==> src/rtl/isq_alloc.sv <==
// isq_alloc: dispatch-side allocator for the issue-queue line array.
// Buffers one dispatched instruction, writes it into the lowest free line,
// and tracks per-line valid bits, occupancy count, flush and issue errors.
// Optional feature macro: ISQ_ALLOC_PERF_EN adds the stl_cnt stall counter.
module isq_alloc #(
  parameter int INST_WIDTH    = 56,
  parameter int ISQ_DEPTH     = 16,
  parameter int ISQ_IDX_WIDTH = 4
) (
  input  logic                       clk,
  input  logic                       rst_n,
  input  logic                       dsp_vld,
  output logic                       dsp_rdy,
  input  logic [INST_WIDTH-1:0]      dsp_inst,
  input  logic                       dsp_wat,
  input  logic                       dsp_brn,
  input  logic [ISQ_DEPTH-1:0]       iss_fre,
  input  logic                       flush,
  output logic [ISQ_DEPTH-1:0]       isq_wr_en,
  output logic [INST_WIDTH+1:0]      isq_wr_data,
  output logic                       isq_fls_inst,
  output logic [ISQ_DEPTH-1:0]       isq_val,
  output logic [ISQ_IDX_WIDTH:0]     isq_cnt,
  output logic                       isq_full,
  output logic                       isq_empty,
  output logic                       iss_err
`ifdef ISQ_ALLOC_PERF_EN
  ,
  output logic [15:0]                stl_cnt
`endif
);

  logic                   p_vld_q,   p_vld_d;
  logic [INST_WIDTH+1:0]  payload_q, payload_d;
  logic [ISQ_DEPTH-1:0]   val_q,     val_d;
  logic [ISQ_IDX_WIDTH:0] cnt_q,     cnt_d;
  logic                   fls_q,     fls_d;
  logic                   err_q,     err_d;

  logic [ISQ_DEPTH-1:0]   free;
  logic [ISQ_DEPTH-1:0]   sel_oh;
  logic [ISQ_DEPTH-1:0]   rel;
  logic [ISQ_IDX_WIDTH:0] rel_cnt;
  logic                   wr_fire;
  logic                   accept;

  // Write stage: lowest free line selection and handshake qualification
  always_comb begin
    free    = ~val_q;
    // x & -x isolates the lowest set bit
    sel_oh  = free & (~free + {{(ISQ_DEPTH-1){1'b0}}, 1'b1});
    wr_fire = p_vld_q & (|free) & ~flush;
    dsp_rdy = ~flush & (~p_vld_q | wr_fire);
    accept  = dsp_vld & dsp_rdy;
    isq_wr_en   = wr_fire ? sel_oh : '0;
    isq_wr_data = payload_q;
  end

  // Count of valid lines released by this cycle's issue vector
  always_comb begin
    rel     = iss_fre & val_q;
    rel_cnt = '0;
    for (int unsigned i = 0; i < ISQ_DEPTH; i++) begin
      rel_cnt = rel_cnt + (ISQ_IDX_WIDTH+1)'(rel[i]);
    end
  end

  // Next-state for pipeline register, valid vector, count, flush and error
  always_comb begin
    p_vld_d   = p_vld_q;
    payload_d = payload_q;
    val_d     = val_q;
    cnt_d     = cnt_q;
    fls_d     = flush;
    err_d     = err_q;
    if (flush) begin
      p_vld_d = 1'b0;
      val_d   = '0;
      cnt_d   = '0;
    end else begin
      if (accept) begin
        p_vld_d   = 1'b1;
        payload_d = {dsp_brn, dsp_wat, dsp_inst};
      end else if (wr_fire) begin
        p_vld_d = 1'b0;
      end
      val_d = (val_q & ~iss_fre) | isq_wr_en;
      cnt_d = cnt_q + (ISQ_IDX_WIDTH+1)'(wr_fire) - rel_cnt;
      if (|(iss_fre & ~val_q)) err_d = 1'b1;
    end
  end

  // State registers
  always_ff @(posedge clk or negedge rst_n) begin
    if (!rst_n) begin
      p_vld_q   <= 1'b0;
      payload_q <= '0;
      val_q     <= '0;
      cnt_q     <= '0;
      fls_q     <= 1'b0;
      err_q     <= 1'b0;
    end else begin
      p_vld_q   <= p_vld_d;
      payload_q <= payload_d;
      val_q     <= val_d;
      cnt_q     <= cnt_d;
      fls_q     <= fls_d;
      err_q     <= err_d;
    end
  end

  assign isq_val      = val_q;
  assign isq_cnt      = cnt_q;
  assign isq_fls_inst = fls_q;
  assign iss_err      = err_q;
  assign isq_full     = (cnt_q == (ISQ_IDX_WIDTH+1)'(ISQ_DEPTH));
  assign isq_empty    = (cnt_q == '0);

`ifdef ISQ_ALLOC_PERF_EN
  logic [15:0] stl_q, stl_d;

  // Saturating count of cycles a buffered instruction waits on a full queue
  always_comb begin
    stl_d = stl_q;
    if (p_vld_q & ~(|free) & ~flush & (stl_q != '1)) stl_d = stl_q + 16'd1;
  end

  // Stall counter register
  always_ff @(posedge clk or negedge rst_n) begin
    if (!rst_n) stl_q <= '0;
    else        stl_q <= stl_d;
  end

  assign stl_cnt = stl_q;
`endif

endmodule

==> config.mk <==
export PLATFORM = sky130hd
export DESIGN_NAME = isq_alloc
export DESIGN_NICKNAME = d
export VERILOG_FILES = /design/src/rtl/isq_alloc.sv
export SDC_FILE = /design/constraint.sdc
export NUM_CORES = 1
export LEC_CHECK = 0
export CORE_MARGIN = 2
export CORE_UTILIZATION = 43
export CTS_CLUSTER_DIAMETER = 30
export CTS_CLUSTER_SIZE = 8
export DETAILED_ROUTE_END_ITERATION = 10
export GPL_ROUTABILITY_DRIVEN = 0
export HOLD_SLACK_MARGIN = 0.08
export PLACE_DENSITY_LB_ADDON = 0.12
export RECOVER_POWER = 50
export SLEW_MARGIN = 20
export SYNTH_ARGS = -nofsm -noshare
export SYNTH_HDL_FRONTEND = slang
export SYNTH_SLANG_ARGS = --single-unit
export TNS_END_PERCENT = 100
==> constraint.sdc <==
create_clock -name clk -period 4.68 [get_ports clk]
set_input_delay 0.468 -clock clk [delete_from_list [all_inputs] [get_ports clk]]
set_output_delay 0.468 -clock clk [all_outputs]
set_load 0.005 [all_outputs]
==> results of run 1 <==
## power breakdown
group | internal [W] | switching (W) | leakage [nW]
Combinational | 0.000482 | 0.000313 | 1.69
Sequential | 0.000803 | 0.0000551 | 1.00
Clock | 0.000278 | 0.000275 | 0.102
Total | 0.00156 | 0.000643 | 2.79
## worst min-delay path by stage
stage,to,start,cells past startpoint
final,iss_err,iss_err,1
after detailed placement,iss_err,iss_err,1
after global placement,iss_err,iss_err,1
after floorplan,isq_cnt[0],rst_n,0
after global routing,isq_wr_data[28],isq_wr_data[28],1
after CTS,isq_cnt[4],rst_n,1
## critical path, stage by stage
cell and delay (ps):
clkdlybuf4s50_1 410, and2_1 180, fa_1 500, inv_1 50, ha_1 200, fa_1 520
inv_1 60, fa_1 440, fa_1 510, inv_1 40, ha_1 270, ha_1 130
inv_1 40, fa_1 360, xnor2_1 190, xnor2_1 150, xnor2_1 130, nor2_1 50
## logic make-up after synthesis
family	after synthesis
DFF	82
and+or+nand+nor	94
buffers and inverters	46
xor gates and xnor gates	6
AOI/OAI and AO/OA	25
muxes	59
adders and majority gates	30
## flip-flops by register name, summed over array words and instances, names as in the netlist
register	flops
isq_wr_data	58
isq_cnt	5
isq_fls_inst	1
p_vld_q	1
isq_val	16
iss_err	1
## final cells by class
cell class,count,area share [%]
Antenna cell,1,0.0388
Clock buffer,11,2.35
Clock inverter,5,0.970
Inverter,36,2.09
Multi-Input combinational cell,214,31.1
Sequential cell,82,31.8
Tap cell,133,2.58
Timing Repair Buffer,192,29.1
## stage by stage
stage / setup slack (ps) / hold slack, ps / util, %
6_report: 225 / 487 / 66.3
5_1_grt: 73.4 / 516 / 66.3
4_1_cts: 146 / 326 / 66.4
3_5_place_dp: -247 / 464 / 64.2
3_3_place_gp: -206 / 464 / 64.2
2_1_floorplan: 374 / 172 / -
## cells in the final DEF (no fill, tap or decap), types with 11 or more instances in the layout
cell type        count
clkdlybuf4s50_1    136
mux2_4              20
nand2_1             18
dfrtp_1             82
clkbuf_8            11
ha_1                16
fa_1                14
dlygate4sd3_1       39
nor2_1              15
inv_1               36
buf_4               12
mux2_2              38
nor2b_1             12
nand2b_1            13
## repair_timing
item | 4_1_cts | 5_1_grt
gates resized for setup | 0 | 2
setup buffers | 0 | 0
setup endpoints to repair | 0 | 1
## layer usage
metal / GRT usage [%] / wire length (microns) / part of all wire (%) / up-vias
met2: 34.4 / 5360 / 49 / 100
met4: 7.43 / 146 / 1.3 / 0
met5: 0 / 0 / 0 / -
li1: - / - / - / 1551
met3: 7.05 / 778 / 7.2 / 15
met1: 25.6 / 4550 / 42 / 1584
==> flow_summary.toml, run 1 <==
[critical_path]
reg2reg_slack_ps = 310
r2r_start = "isq_val[2]"
arrival_ps = 4700
worst_setup_path_end_kind = "flip-flop"
worst_setup_path_start_kind = "input pin"
path_max_fanout = 2
critical_path_class = "input pin to flip-flop"
crit_end = "isq_cnt[4]"
crit_required_ps = 4920
rr_endpoint = "isq_cnt[4]"
reg2reg_depth = 17
startpoint = "iss_fre[2]"

[route]
wl_per_cell_microns = 16.1
ant_nets = 0
drt-initial-drc-count = 88
vias = 3250
drt-total-wl_microns = 10800
drc = 0
first_pass_iters = 4
vias_per_cell = 4.82

[logic_synthesis]
yosysSeqAreaShare_pct = 47.9
synth_most_common_cell = "dfrtp_1"
synth.area.top_cells = "dfrtp_1 48%, mux2_2 10%, mux2_4 7.0%, fa_1 6.5%, ha_1 4.7%"
synth-compound-area-share_pct = 4.41
yosys_warnings = 0
synth-adder-area-share_pct = 11.2
syn_area_sq_um = 4290
synth-edff-count = 0
syn-num-nets = 450
synth-seq-cells = 82
synth_top_family_by_area = "multiplexers"
synthMuxAreaShare_pct = 17.2
synth.avg_cell_area_sq_um = 12.5
synth-async-reset-ratio_pct = 100
syn_inst = 342
yosys.area.top_type = "dfrtp_1"
synth_top_area_share_pct = 47.9
ys.flop_type = "dfrtp_1"
synth.cells.most_frequent = "82 x dfrtp_1, 38 x mux2_2, 36 x inv_1"
synth_xor_xnor_area_share_pct = 1.23
synth.distinct_cells = 45
yosys.area_share.simple_pct = 12.8

[sta]
setup_tns_ps = 0
drv_slew = 83
hold_viol = 0
setup_violations = 0
finalCritPeriodShare_pct = 95.2
skew_ps = 11.5
rsz0062_at_grt = "false"
timing.fmax_ghz = 0.224
period_needed_ps = 4450
tightestPinTransition_ps = 3700
max-slew-margin-rel_pct = -147

[layout]
regArea_sq_um = 2050
fillCellCount = 793
drive_gt1_share_pct = 17.8
area_delta_synth_final_pct = 50.5
nets = 643
fin_area_sq_um = 6450
multi_input_area_sq_um = 2010
final-instance-count-excl-fill = 674

[floorplan]
fp.dieW_microns = 104
rows = 36
pin_count = 178
start_util_pct = 44.1
dieArea_sq_um = 10800
die_h_microns = 104
core-area_sq_um = 9730

[placed_design]
place_hpwl_microns = 8240
io_buffers = 177
dp.cells = 657
dpl_cell_area_sq_um = 6240

[cts]
clk_path_buf_depth = 2
cts_buffers = 9
cts_hold_buf = 0
clock_latency_ps = 360
h-tree-depth = 3
cts_sinks = 82
clk_pin_slew_worst_paths_ps = 90
cts_tree = "yes"
cts_root_buf = "clkbuf_8"

[outcome]
outcome = "complete, but fails checks"
violations = "capacitance limit, slew limit"

[power_and_ir_drop]
power_w = 0.00221
vdd.ir_drop.worst_mv = 0.258
power_per_cell_area_nw_per_um2 = 342
p_leak_nw = 2.79

[global_routing]
grt_pass1_vias = 3454
antenna_found_initial = 1
grt_overflow = 0
grt_pass1_wl_microns = 17800
grt_max_degree = 83
grt.total_usage_pct = 20.9

[worst_hold_path]
hp-class = "flip-flop to flip-flop"

[flow_run]
cap_violations = 1
(Power assumes the default switching activity.)
==> run 2, diff against run 1 <==
--- a/config.mk
+++ b/config.mk
@@ -5,7 +5,7 @@
 export SDC_FILE = /design/constraint.sdc
 export NUM_CORES = 1
 export LEC_CHECK = 0
-export CORE_MARGIN = 2
+export CORE_MARGIN = 8
 export CORE_UTILIZATION = 43
 export CTS_CLUSTER_DIAMETER = 30
 export CTS_CLUSTER_SIZE = 8
==> run 2 against run 1 <==
Against the previous run: the run still ends with capacitance limit, slew limit left; via count decreased by 0.46%; maximum frequency fell by 0.96%; critical path depth unchanged; cell count decreased by 0.15%; power about the same; cell area is 0.33% lower; combinational power is 4.8% higher; sequential cell count unchanged; largest power group unchanged; highest routed layer unchanged.
==> flow_summary.toml, run 2 (same netlist as run 1, synthesis figures left out) <==
[route]
vias = 3235
ant_nets = 0
first_pass_iters = 4
wl_per_cell_microns = 17.5
vias_per_cell = 4.81
drt-total-wl_microns = 11800
drc = 0
drt-initial-drc-count = 110

[floorplan]
core-area_sq_um = 9730
rows = 36
pin_count = 178
dieArea_sq_um = 13400
die_h_microns = 116
start_util_pct = 44.1
fp.dieW_microns = 116

[critical_path]
worst_setup_path_start_kind = "input pin"
worst_setup_path_end_kind = "flip-flop"
slowest_stage = "fa_1"
critical_path_class = "input pin to flip-flop"
crit_required_ps = 4910
path_max_fanout = 2
cpPeakStageDelay_ps = 530
arrival_ps = 4730
critical_path.cell_chain = "clkdlybuf4s50_1 > and2_1 > fa_1 > inv_1 > ha_1 > fa_1 > inv_1 > fa_1 > fa_1 > inv_1 > ha_1 > ha_1 > inv_1 > fa_2 > xnor2_2 > xnor2_1 > xnor2_1 > nor2_1"

[cts]
h-tree-depth = 3
clk_path_buf_depth = 2
cts_hold_buf = 0
cts_tree = "yes"
clk_pin_slew_worst_paths_ps = 90
cts_root_buf = "clkbuf_8"
cts_setup_buffers = 0
clock_latency_ps = 350
cts_sinks = 82
cts_buffers = 9

[flow_run]
cap_violations = 1

[power_and_ir_drop]
vdd.ir_drop.worst_mv = 0.246
power_per_cell_area_nw_per_um2 = 343
power_w = 0.00221
p_leak_nw = 2.79

[layout]
mostFrequentLayoutCells = "137 x clkdlybuf4s50_1, 82 x dfrtp_1, 39 x dlygate4sd3_1"
final-instance-count-excl-fill = 673
area_delta_synth_final_pct = 50.0
post-route-util_pct = 66.1
nets = 642
final_common_cell = "clkdlybuf4s50_1"
drive_gt1_share_pct = 18.0
largest_reg_flops = 58

[global_routing]
grt_max_degree = 83
grt_pass1_wl_microns = 18600
antenna_found_initial = 1
grt_overflow = 0
grt_pass1_vias = 3569
grt.total_usage_pct = 18.0

[outcome]
outcome = "complete, but fails checks"
violations = "capacitance limit, slew limit"

[sta]
finalCritPeriodShare_pct = 96.1
tightestPinTransition_ps = 2090
setup_violations = 0
whs_ps = 480
skew_ps = 10.8
timing.fmax_ghz = 0.222
rsz0062_at_grt = "false"
period_needed_ps = 4500
max-slew-margin-rel_pct = -39.3
drv_slew = 83
hold_viol = 0

[worst_hold_path]
hp-class = "flip-flop to flip-flop"

[placed_design]
dp.cells = 656
io_buffers = 177
place_hpwl_microns = 9260
run 2: final timing paths:
| path | start | endpoint | slack [ps] | cells after the start |
|---|---|---|---|---|
| worst max-delay path | iss_fre[1] | isq_cnt[4] | 180 | 18 |
| worst min-delay path | iss_err | iss_err | 480 | 1 |
| worst max register to register | isq_val[3] | isq_cnt[4] | 350 | 17 |
| worst min register to register | iss_err | iss_err | 480 | 1 |
| max in group asynchronous | rst_n | isq_wr_data[42] | 2730 | 1 |
| min in group asynchronous | rst_n | isq_val[10] | 690 | 1 |
run 2: power by group:
| group | internal (W) | total (W) | switching, W |
|---|---|---|---|
| clock | 0.000260 | 0.000515 | 0.000255 |
| combinational | 0.000504 | 0.000833 | 0.000329 |
| sequential | 0.000803 | 0.000859 | 0.0000560 |
run 2: critical path: cells and delay by family:
family	cells	cell delay (ps)
xor gates and xnor gates	3	440
and+or+nand+nor	2	240
adders and majority gates	8	2940
buffers and inverters	5	630
run 2: cell type report:
type,instances,area (sq um)
inverters,36,135
flip-flops and latches,82,2050
clock inverters,5,53.8
repair buffers,191,1860
well taps,133,166
fillers,779,3300
clock buffers,11,141
multi-input cells,214,2010
diodes,1,2.50
run 2: layer usage:
| metal | up-vias | global-route usage [%] | part of all wire, % | routed length (microns) |
|---|---|---|---|---|
| met5 | - | 0 | 0 | 0 |
| met4 | 0 | 6.05 | 1.3 | 149 |
| met1 | 1574 | 19.6 | 38 | 4520 |
| met2 | 103 | 30.0 | 49 | 5820 |
| li1 | 1547 | - | - | - |
| met3 | 11 | 8.96 | 11 | 1270 |
run 2: metrics by stage:
stage | area (sq um) | setup TNS [ps] | setup slack, ps
after floorplan | 4290 | 0 | 374
after global placement | 6240 | -181 | -181
after detailed placement | 6240 | -270 | -270
after CTS | 6430 | 0 | 124
after global routing | 6430 | 0 | 4.26
final | 6430 | 0 | 182
run 2: repair_timing:
action / CTS / global route
endpoints found under the setup margin: 0 / 1
endpoints found under the hold margin: 0 / 0
resized for setup: 0 / 2
==> run 3, diff against run 2 <==
--- a/config.mk
+++ b/config.mk
@@ -5,7 +5,7 @@
 export SDC_FILE = /design/constraint.sdc
 export NUM_CORES = 1
 export LEC_CHECK = 0
-export CORE_MARGIN = 8
+export CORE_MARGIN = 1.5
 export CORE_UTILIZATION = 43
 export CTS_CLUSTER_DIAMETER = 30
 export CTS_CLUSTER_SIZE = 8
==> run 3 against run 2 <==
Against the previous run: combinational power is essentially flat; the run still ends with capacitance limit, slew limit left; via count grew 1.4%; setup slack gained 31 ps; cell area grew 0.66%; largest power group unchanged; cell count is the same; global-route usage grew 3.0 points; sequential share of layout area shrank 0.21 points; first-iteration DRC count shrank 27%.
==> flow_summary.toml, run 3 (same netlist as run 1, synthesis figures left out) <==
[layout]
fillCellCount = 772
area_delta_synth_final_pct = 51.0
final_common_cell = "clkdlybuf4s50_1"
multi_input_area_sq_um = 2020
nets = 643
drive_gt1_share_pct = 18.5
antennaDiodeCount = 0
post-route-util_pct = 66.5
regArea_sq_um = 2050
final-instance-count-excl-fill = 673
largest_reg_flops = 58
mostFrequentLayoutCells = "135 x clkdlybuf4s50_1, 82 x dfrtp_1, 41 x dlygate4sd3_1"

[floorplan]
pin_count = 178
start_util_pct = 44.1
die_h_microns = 103
fp.dieW_microns = 103
core-area_sq_um = 9730
rows = 36
dieArea_sq_um = 10600

[worst_hold_path]
worstHoldPathCells = 1
holdPathEnd = "iss_err"
hp-class = "flip-flop to flip-flop"
holdCritStartpoint = "iss_err"

[route]
ant_nets = 0
first_pass_iters = 4
drc = 0
wl_met1_microns = 4480
vias = 3279
wl_per_cell_microns = 15.8
highest_layer = "met4"
vias_per_cell = 4.87
drt-total-wl_microns = 10600
wl_met3_microns = 774
wl_met2_microns = 5200
drt-initial-drc-count = 80

[cts]
cts_sinks = 82
clock_latency_ps = 360
h-tree-depth = 3
cts_tree = "yes"
cts_buffers = 9
clk_path_buf_depth = 2
cts_setup_buffers = 0
cts_root_buf = "clkbuf_8"
clk_pin_slew_worst_paths_ps = 90

[global_routing]
grt_pass1_vias = 3309
grt_max_degree = 83
antenna_found_initial = 0
grt_overflow = 0
grt_pass1_wl_microns = 16800
grt.total_usage_pct = 21.0

[sta]
setup_ws_ps = 213
timing.fmax_ghz = 0.224
tightestPinTransition_ps = 2080
setup_violations = 0
hold_viol = 0
rsz0062_at_grt = "false"
max-slew-margin-rel_pct = -38.9
drv_slew = 83
whs_ps = 472
skew_ps = 13.6
setup_tns_ps = 0
period_needed_ps = 4470
finalCritPeriodShare_pct = 95.5

[power_and_ir_drop]
p_leak_nw = 2.80
power_per_cell_area_nw_per_um2 = 352
vdd.ir_drop.worst_mv = 0.390

[critical_path]
reg2reg_slack_ps = 380
startpoint = "iss_fre[1]"
r2r_start = "isq_val[6]"
worst_setup_path_end_kind = "flip-flop"
worst_setup_path_start_kind = "input pin"
cpPeakStageDelay_ps = 580
slowest_stage = "fa_2"
arrival_ps = 4690
crit_required_ps = 4910
critical_path.cell_chain = "clkdlybuf4s50_1 > and2_1 > fa_1 > inv_1 > ha_1 > fa_1 > inv_1 > fa_2 > fa_1 > inv_1 > ha_1 > ha_1 > inv_1 > fa_2 > xnor2_2 > xnor2_1 > xnor2_1 > nor2_1"
reg2reg_depth = 16
path_max_fanout = 2
rr_endpoint = "isq_cnt[4]"
critical_path_class = "input pin to flip-flop"
path_common_cell = "inv_1"

[outcome]
outcome = "complete, but fails checks"
violations = "capacitance limit, slew limit"

[placed_design]
dp.cells = 657
io_buffers = 177
place_hpwl_microns = 8040
pre_cts_slack_ps = -274

[flow_run]
cap_violations = 1
==> run 3: timing repair <==
item                       CTS  global route
setup endpoints to repair    0             1
hold buffers                 0             0
resized for setup            0             3
==> run 3: worst max-delay path: cells and delay by family <==
family / cells / cell delay [ps]
adders and majority gates: 8 / 2850
buffers and inverters: 5 / 660
xor gates and xnor gates: 3 / 460
and+or+nand+nor: 2 / 240
==> run 3: where the power goes <==
group | switching (W) | total (W) | internal (W)
logic | 0.000327 | 0.000830 | 0.000503
registers | 0.0000560 | 0.000859 | 0.000803
clock network | 0.000270 | 0.000588 | 0.000318
total | 0.000653 | 0.00228 | 0.00162
==> run 3: worst max path at each step <==
stage	endpoint	cells after the start
floorplan	isq_cnt[4]	17
global placement	isq_cnt[4]	18
detailed placement	isq_cnt[4]	18
CTS	isq_cnt[4]	18
global route	isq_cnt[4]	18
finish	isq_cnt[4]	18
==> run 3: metal layers <==
metal,up-vias,track usage (%)
met3,11,6.64
met5,-,0
li1,1539,-
met1,1627,27.4
met2,102,33.4
met4,0,7.48
==> run 3: stage by stage <==
step,area [sq um],power (W)
after floorplan,4290,0.00132
after global placement,6240,0.00167
after detailed placement,6240,0.00171
after CTS,6470,0.00230
after global routing,6470,0.00244
final,6470,0.00228
==> run 3: area by class of cell <==
cell class / count / share of cell area, %
Multi-Input combinational cell: 214 / 31.2
Tap cell: 133 / 2.57
Clock inverter: 5 / 1.31
Sequential cell: 82 / 31.7
Inverter: 36 / 2.09
Clock buffer: 11 / 2.18
Timing Repair Buffer: 192 / 29.0
==> RTL edit 1: new RTL, settings of run 2 <==
The parameter `ISQ_IDX_WIDTH` goes from 4 to 3.
--- a/src/rtl/isq_alloc.sv
+++ b/src/rtl/isq_alloc.sv
@@ -5,7 +5,7 @@
 module isq_alloc #(
   parameter int INST_WIDTH    = 56,
   parameter int ISQ_DEPTH     = 16,
-  parameter int ISQ_IDX_WIDTH = 4
+  parameter int ISQ_IDX_WIDTH = 3
 ) (
   input  logic                       clk,
   input  logic                       rst_n,
Interface: changed (resized isq_cnt); port bits go from 178 to 177. No check against the original RTL was run, so the function may have changed too.
==> RTL edit 1 against run 2 <==
The run still ends with max-capacitance violations, max-slew violations left. Hold slack better by 4.8 ps. Synthesized cell count shrank 8.2%. Highest routed layer unchanged. Final area is 5.4% lower. Wire length down 3.0%. Sequential share of layout area grew 1.4 points. Area after synthesis is 6.9% lower. Sequential cell count down 1. Die area is 6.0% lower. Setup slack worse by 15 ps.
Power is not compared: it rests on default switching activity, and its combinational part moved more than twofold at a synthesized area within 25%.
==> RTL edit 1: results (changes against run 2) <==
| Metric | Value |
|---|---|
| Max Clock Skew | `10.7 ps (was 10.8 ps)` |
| Hpwl dp | `8940 µm (was 9260 µm)` |
| Final max-slew violation count | `82 (was 83)` |
| Synth Area in XOR/XNOR | `0.0110 (was 0.0123)` |
| Hold WC Path Type | `in -> reg (was reg -> reg)` |
| Compound-Gate Fraction of Synth Area | `0.0467 (was 0.0441)` |
| Slowest stage delay, CP | `560 ps (was 530 ps)` |
| Port Buffers | `176 (was 177)` |
| Die Area | `12600 µm² (was 13400 µm²)` |
| Max clock buf depth | `2 (unchanged)` |
| Yosys warns | `0 (unchanged)` |
| Layout cells sized above 1 | `0.146 (was 0.180)` |
| Status | `finished with violations (unchanged)` |
| Most instantiated cells after synthesis | `81 x dfrtp_1, 40 x mux2_2, 20 x inv_1, 20 x mux2_1 (was 82 x dfrtp_1, 38 x mux2_2, 36 x inv_1, 20 x mux2_4, 18 x nand2_1)` |
| Dpl cells | `602 (was 656)` |
| Max cap viols | `1 (unchanged)` |
| DR WL/cell | `18.4 µm (was 17.5 µm)` |
| Synthesized Nets | `416 (was 450)` |
| Worst-margin pin slew | `3570 ps (was 2090 ps)` |
| First-pass GRT wire length | `18300 µm (was 18600 µm)` |
| Violated checks | `max-capacitance violations, max-slew violations (unchanged)` |
| Post-Synth Adder-Cell Area | `0.0979 (was 0.112)` |
| Fillers | `751 (was 779)` |
| Sequential cell area | `2030 µm² (was 2050 µm²)` |
| Vias per cell | `5.08 (was 4.81)` |
| DP Area | `5900 µm² (was 6240 µm²)` |
| Vias in the first global route | `3492 (was 3569)` |
| Setup WS pre-CTS | `-380 ps (was -270 ps)` |
| Syn Area/Cell | `12.7 µm² (was 12.5 µm²)` |
| GRT Overall Usage | `0.184 (was 0.180)` |
| Register area share after synthesis | `0.508 (was 0.479)` |
| TritonCTS buffer count | `9 (unchanged)` |
| DRT iter0 DRCs | `97 (was 110)` |
| Mux cell area share after synthesis | `0.172 (about the same)` |
| Main area contributors after synthesis | `dfrtp_1 51%, mux2_2 11%, fa_1 6.0% (was dfrtp_1 48%, mux2_2 10%, mux2_4 7.0%)` |
| Drt total wl | `11400 µm (was 11800 µm)` |
| Setup TNS | `0 ps (unchanged)` |
| Pin count of the biggest net entering global routing | `82 (was 83)` |
| CP Data Arrival Time | `4750 ps (was 4730 ps)` |
[RTL edit 1: cell types whose count changed in the layout (fill, tap and decap cells not counted), sizes merged, moves of 4 or more]
cell and delta:
o21a +7, a21oi -6, ha -4, inv -15
[RTL edit 1: worst paths after layout]
| check | startpoint | end | slack [ps] | cells after the start |
|---|---|---|---|---|
| worst max-delay path | iss_fre[1] | isq_cnt[3] | 170 | 14 |
| max in group asynchronous | rst_n | isq_wr_data[14] | 1160 | 1 |
| worst min register to register | isq_wr_data[5] | isq_wr_data[5] | 480 | 1 |
| min in group asynchronous | rst_n | isq_cnt[1] | 1470 | 1 |
| worst max register to register | isq_val[1] | isq_cnt[3] | 320 | 13 |
| worst min-delay path | iss_fre[2] | isq_val[2] | 480 | 3 |
[RTL edit 1: cell type report]
type,instances,share of cell area
inverters,21,0.0130
flip-flops and latches,81,0.333
well taps,111,0.0228
repair buffers,188,0.305
multi-input cells,201,0.298
clock inverters,5,0.00658
diodes,1,0.000412
clock buffers,11,0.0216
[RTL edit 1: logic make-up after synthesis]
family,count (synthesis)
AOI/OAI and AO/OA,23
xor gates and xnor gates,5
adders and majority gates,24
buffers and inverters,32
DFF,81
muxes,61
and+or+nand+nor,88
[RTL edit 1: metal layers]
layer,share of wire,GRT usage
met5,0,0
met4,0.020,0.0692
met3,0.11,0.0902
met2,0.50,0.314
met1,0.37,0.192
[RTL edit 1: power breakdown]
part	internal, W	switching [W]	total, W
clock	0.000196	0.000265	0.000461
combinational	0.000251	0.000130	0.000381
sequential	0.000778	0.0000400	0.000818
[RTL edit 1: what timing repair did]
| action | in CTS | in global routing |
|---|---|---|
| hold buffers | 0 | 0 |
| setup endpoints to repair | 0 | 1 |
| buffers inserted | 0 | 0 |
| resized for setup | 0 | 6 |
==> RTL edit 2: new RTL, flow settings as in run 2 <==
Without the edit above. Put one more register stage on the output `iss_err`. The value now appears one clock later. The other outputs are not delayed to match.
--- a/src/rtl/isq_alloc.sv
+++ b/src/rtl/isq_alloc.sv
@@ -112,7 +112,9 @@
   assign isq_val      = val_q;
   assign isq_cnt      = cnt_q;
   assign isq_fls_inst = fls_q;
-  assign iss_err      = err_q;
+  always_ff @(posedge clk) begin
+    iss_err <= err_q;
+  end
   assign isq_full     = (cnt_q == (ISQ_IDX_WIDTH+1)'(ISQ_DEPTH));
   assign isq_empty    = (cnt_q == '0);
 
Check against the original RTL: not equivalent (a bounded check fails within 4 cycles, from zero or initial values and one cycle with rst_n low).
==> RTL edit 2 against run 2 <==
Power is 3.3% lower. Largest cell class unchanged. First-iteration DRC count increased by 9.1%. Maximum frequency grew 0.91%. Area after synthesis increased by 0.47%. Final area fell by 0.35%. Wire length is 0.46% higher. Non-clock buffer count shrank 2. The run still ends with max-capacitance violations, max-slew violations left. Setup slack improved by 41 ps. Hold slack worse by 100 ps. Synthesized cell count grew 0.29%. Sequential cell count rose by 1. Critical path depth decreased by 1. Via count is 2.7% higher.
==> RTL edit 2: results (changes against run 2) <==
| Metric | Value |
|---|---|
| Status | `finished with violations (unchanged)` |
| Violated checks | `max-capacitance violations, max-slew violations (unchanged)` |
| Final max-slew violation count | `83 (unchanged)` |
| Synthesized Nets | `451 (was 450)` |
| DR WL/cell | `17.6 µm (was 17.5 µm)` |
| CP Data Arrival Time | `4690 ps (was 4730 ps)` |
| Root Buffer | `clkbuf_8 (unchanged)` |
| Max Clock Skew | `11.0 ps (was 10.8 ps)` |
| Diodes inserted | `0 (was 1)` |
| Hpwl dp | `9260 µm (about the same)` |
| Max cap viols | `1 (unchanged)` |
| Register area share after synthesis | `0.481 (was 0.479)` |
| Vias per cell | `4.95 (was 4.81)` |
| Max reg flops | `58 (unchanged)` |
| R2r startpoint | `isq_val[8] (was isq_val[3])` |
| Fin cells | `671 (was 673)` |
| Main area contributors after synthesis | `dfrtp_1 48%, mux2_2 9.9%, mux2_4 7.0% (was dfrtp_1 48%, mux2_2 10%, mux2_4 7.0%)` |
| Leak Pwr | `2.75 nW (was 2.79 nW)` |
| Vias in the first global route | `3525 (was 3569)` |
| First-pass GRT wire length | `18300 µm (was 18600 µm)` |
| Final-stage net count | `641 (was 642)` |
| CP max FO | `3 (was 2)` |
| Synth cell types | `46 (was 45)` |
| GRT Overall Usage | `0.175 (was 0.180)` |
| VDD IR max | `0.180 mV (was 0.246 mV)` |
| Relative slew margins | `-1.40 (was -0.393)` |
| Syn Area/Cell | `12.6 µm² (was 12.5 µm²)` |
| DRT iter0 DRCs | `120 (was 110)` |
| Fillers | `769 (was 779)` |
| Reg-to-reg setup timing slack | `310 ps (was 350 ps)` |
## RTL edit 2: changes by cell type in the layout (fill, tap and decap cells not counted), sizes merged
cell / run 2 / this run
buf: 12 / 9
clkdlybuf4s50: 137 / 134
clkinv: 4 / 1
clkinvlp: 0 / 3
dlymetal6s2s: 0 / 2
inv: 36 / 38
bufinv: 1 / 0
clkbuf: 14 / 13
clkdlybuf4s15: 0 / 1
dfxtp: 0 / 1
diode: 1 / 0
dlygate4sd3: 39 / 40
## RTL edit 2: per-stage QoR
step	setup WS (ps)	util	TNS, ps	instance area [µm²]
finish	222	0.659	0	6410
global route	-5.01	0.659	-5.01	6410
CTS	134	0.660	0	6420
detailed placement	-237	0.642	-237	6240
global placement	-225	0.642	-225	6240
floorplan	374	-	0	4310
## RTL edit 2: routing by layer
metal  GRT usage  up-vias  routed length, µm
met2       0.289      130               5640
met1       0.201     1635               4710
met3      0.0792       11               1330
li1            -     1543                  -
met4      0.0493        2                119
met5           0        -                 13
## RTL edit 2: cell families after synthesis
family,after synthesis,share of synthesized area
xor+xnor,6,0.0122
compound gates,25,0.0439
mux,59,0.171
simple gates,94,0.128
flops,83,0.481
buf+inv,46,0.0523
fa+ha+maj,30,0.112
## RTL edit 2: how the worst min path moves through the flow
stage / start / endpoint / slack, ps / cells after the start
detailed placement: err_q / iss_err / 360 / 0
CTS: rst_n / isq_val[9] / 340 / 1
global route: err_q / iss_err / 390 / 0
global placement: err_q / iss_err / 350 / 0
floorplan: rst_n / err_q / 170 / 0
finish: err_q / iss_err / 380 / 0
## RTL edit 2: power breakdown
group,switching (W),internal (W)
Clock,0.000273,0.000198
Combinational,0.000316,0.000481
Sequential,0.0000539,0.000811
Total,0.000643,0.00149
## RTL edit 2: final cells by class
class	count	share of cell area
tap	133	0.0260
timing repair buffer	189	0.290
clock buffer	10	0.0199
multi-input combinational	214	0.312
inverter	36	0.0211
clock inverter	6	0.00762
sequential	83	0.323
## RTL edit 2: repair_timing
action	CTS	global route
hold endpoints to repair	0	0
resized for setup	0	5
setup endpoints to repair	0	1
hold buffers	0	0
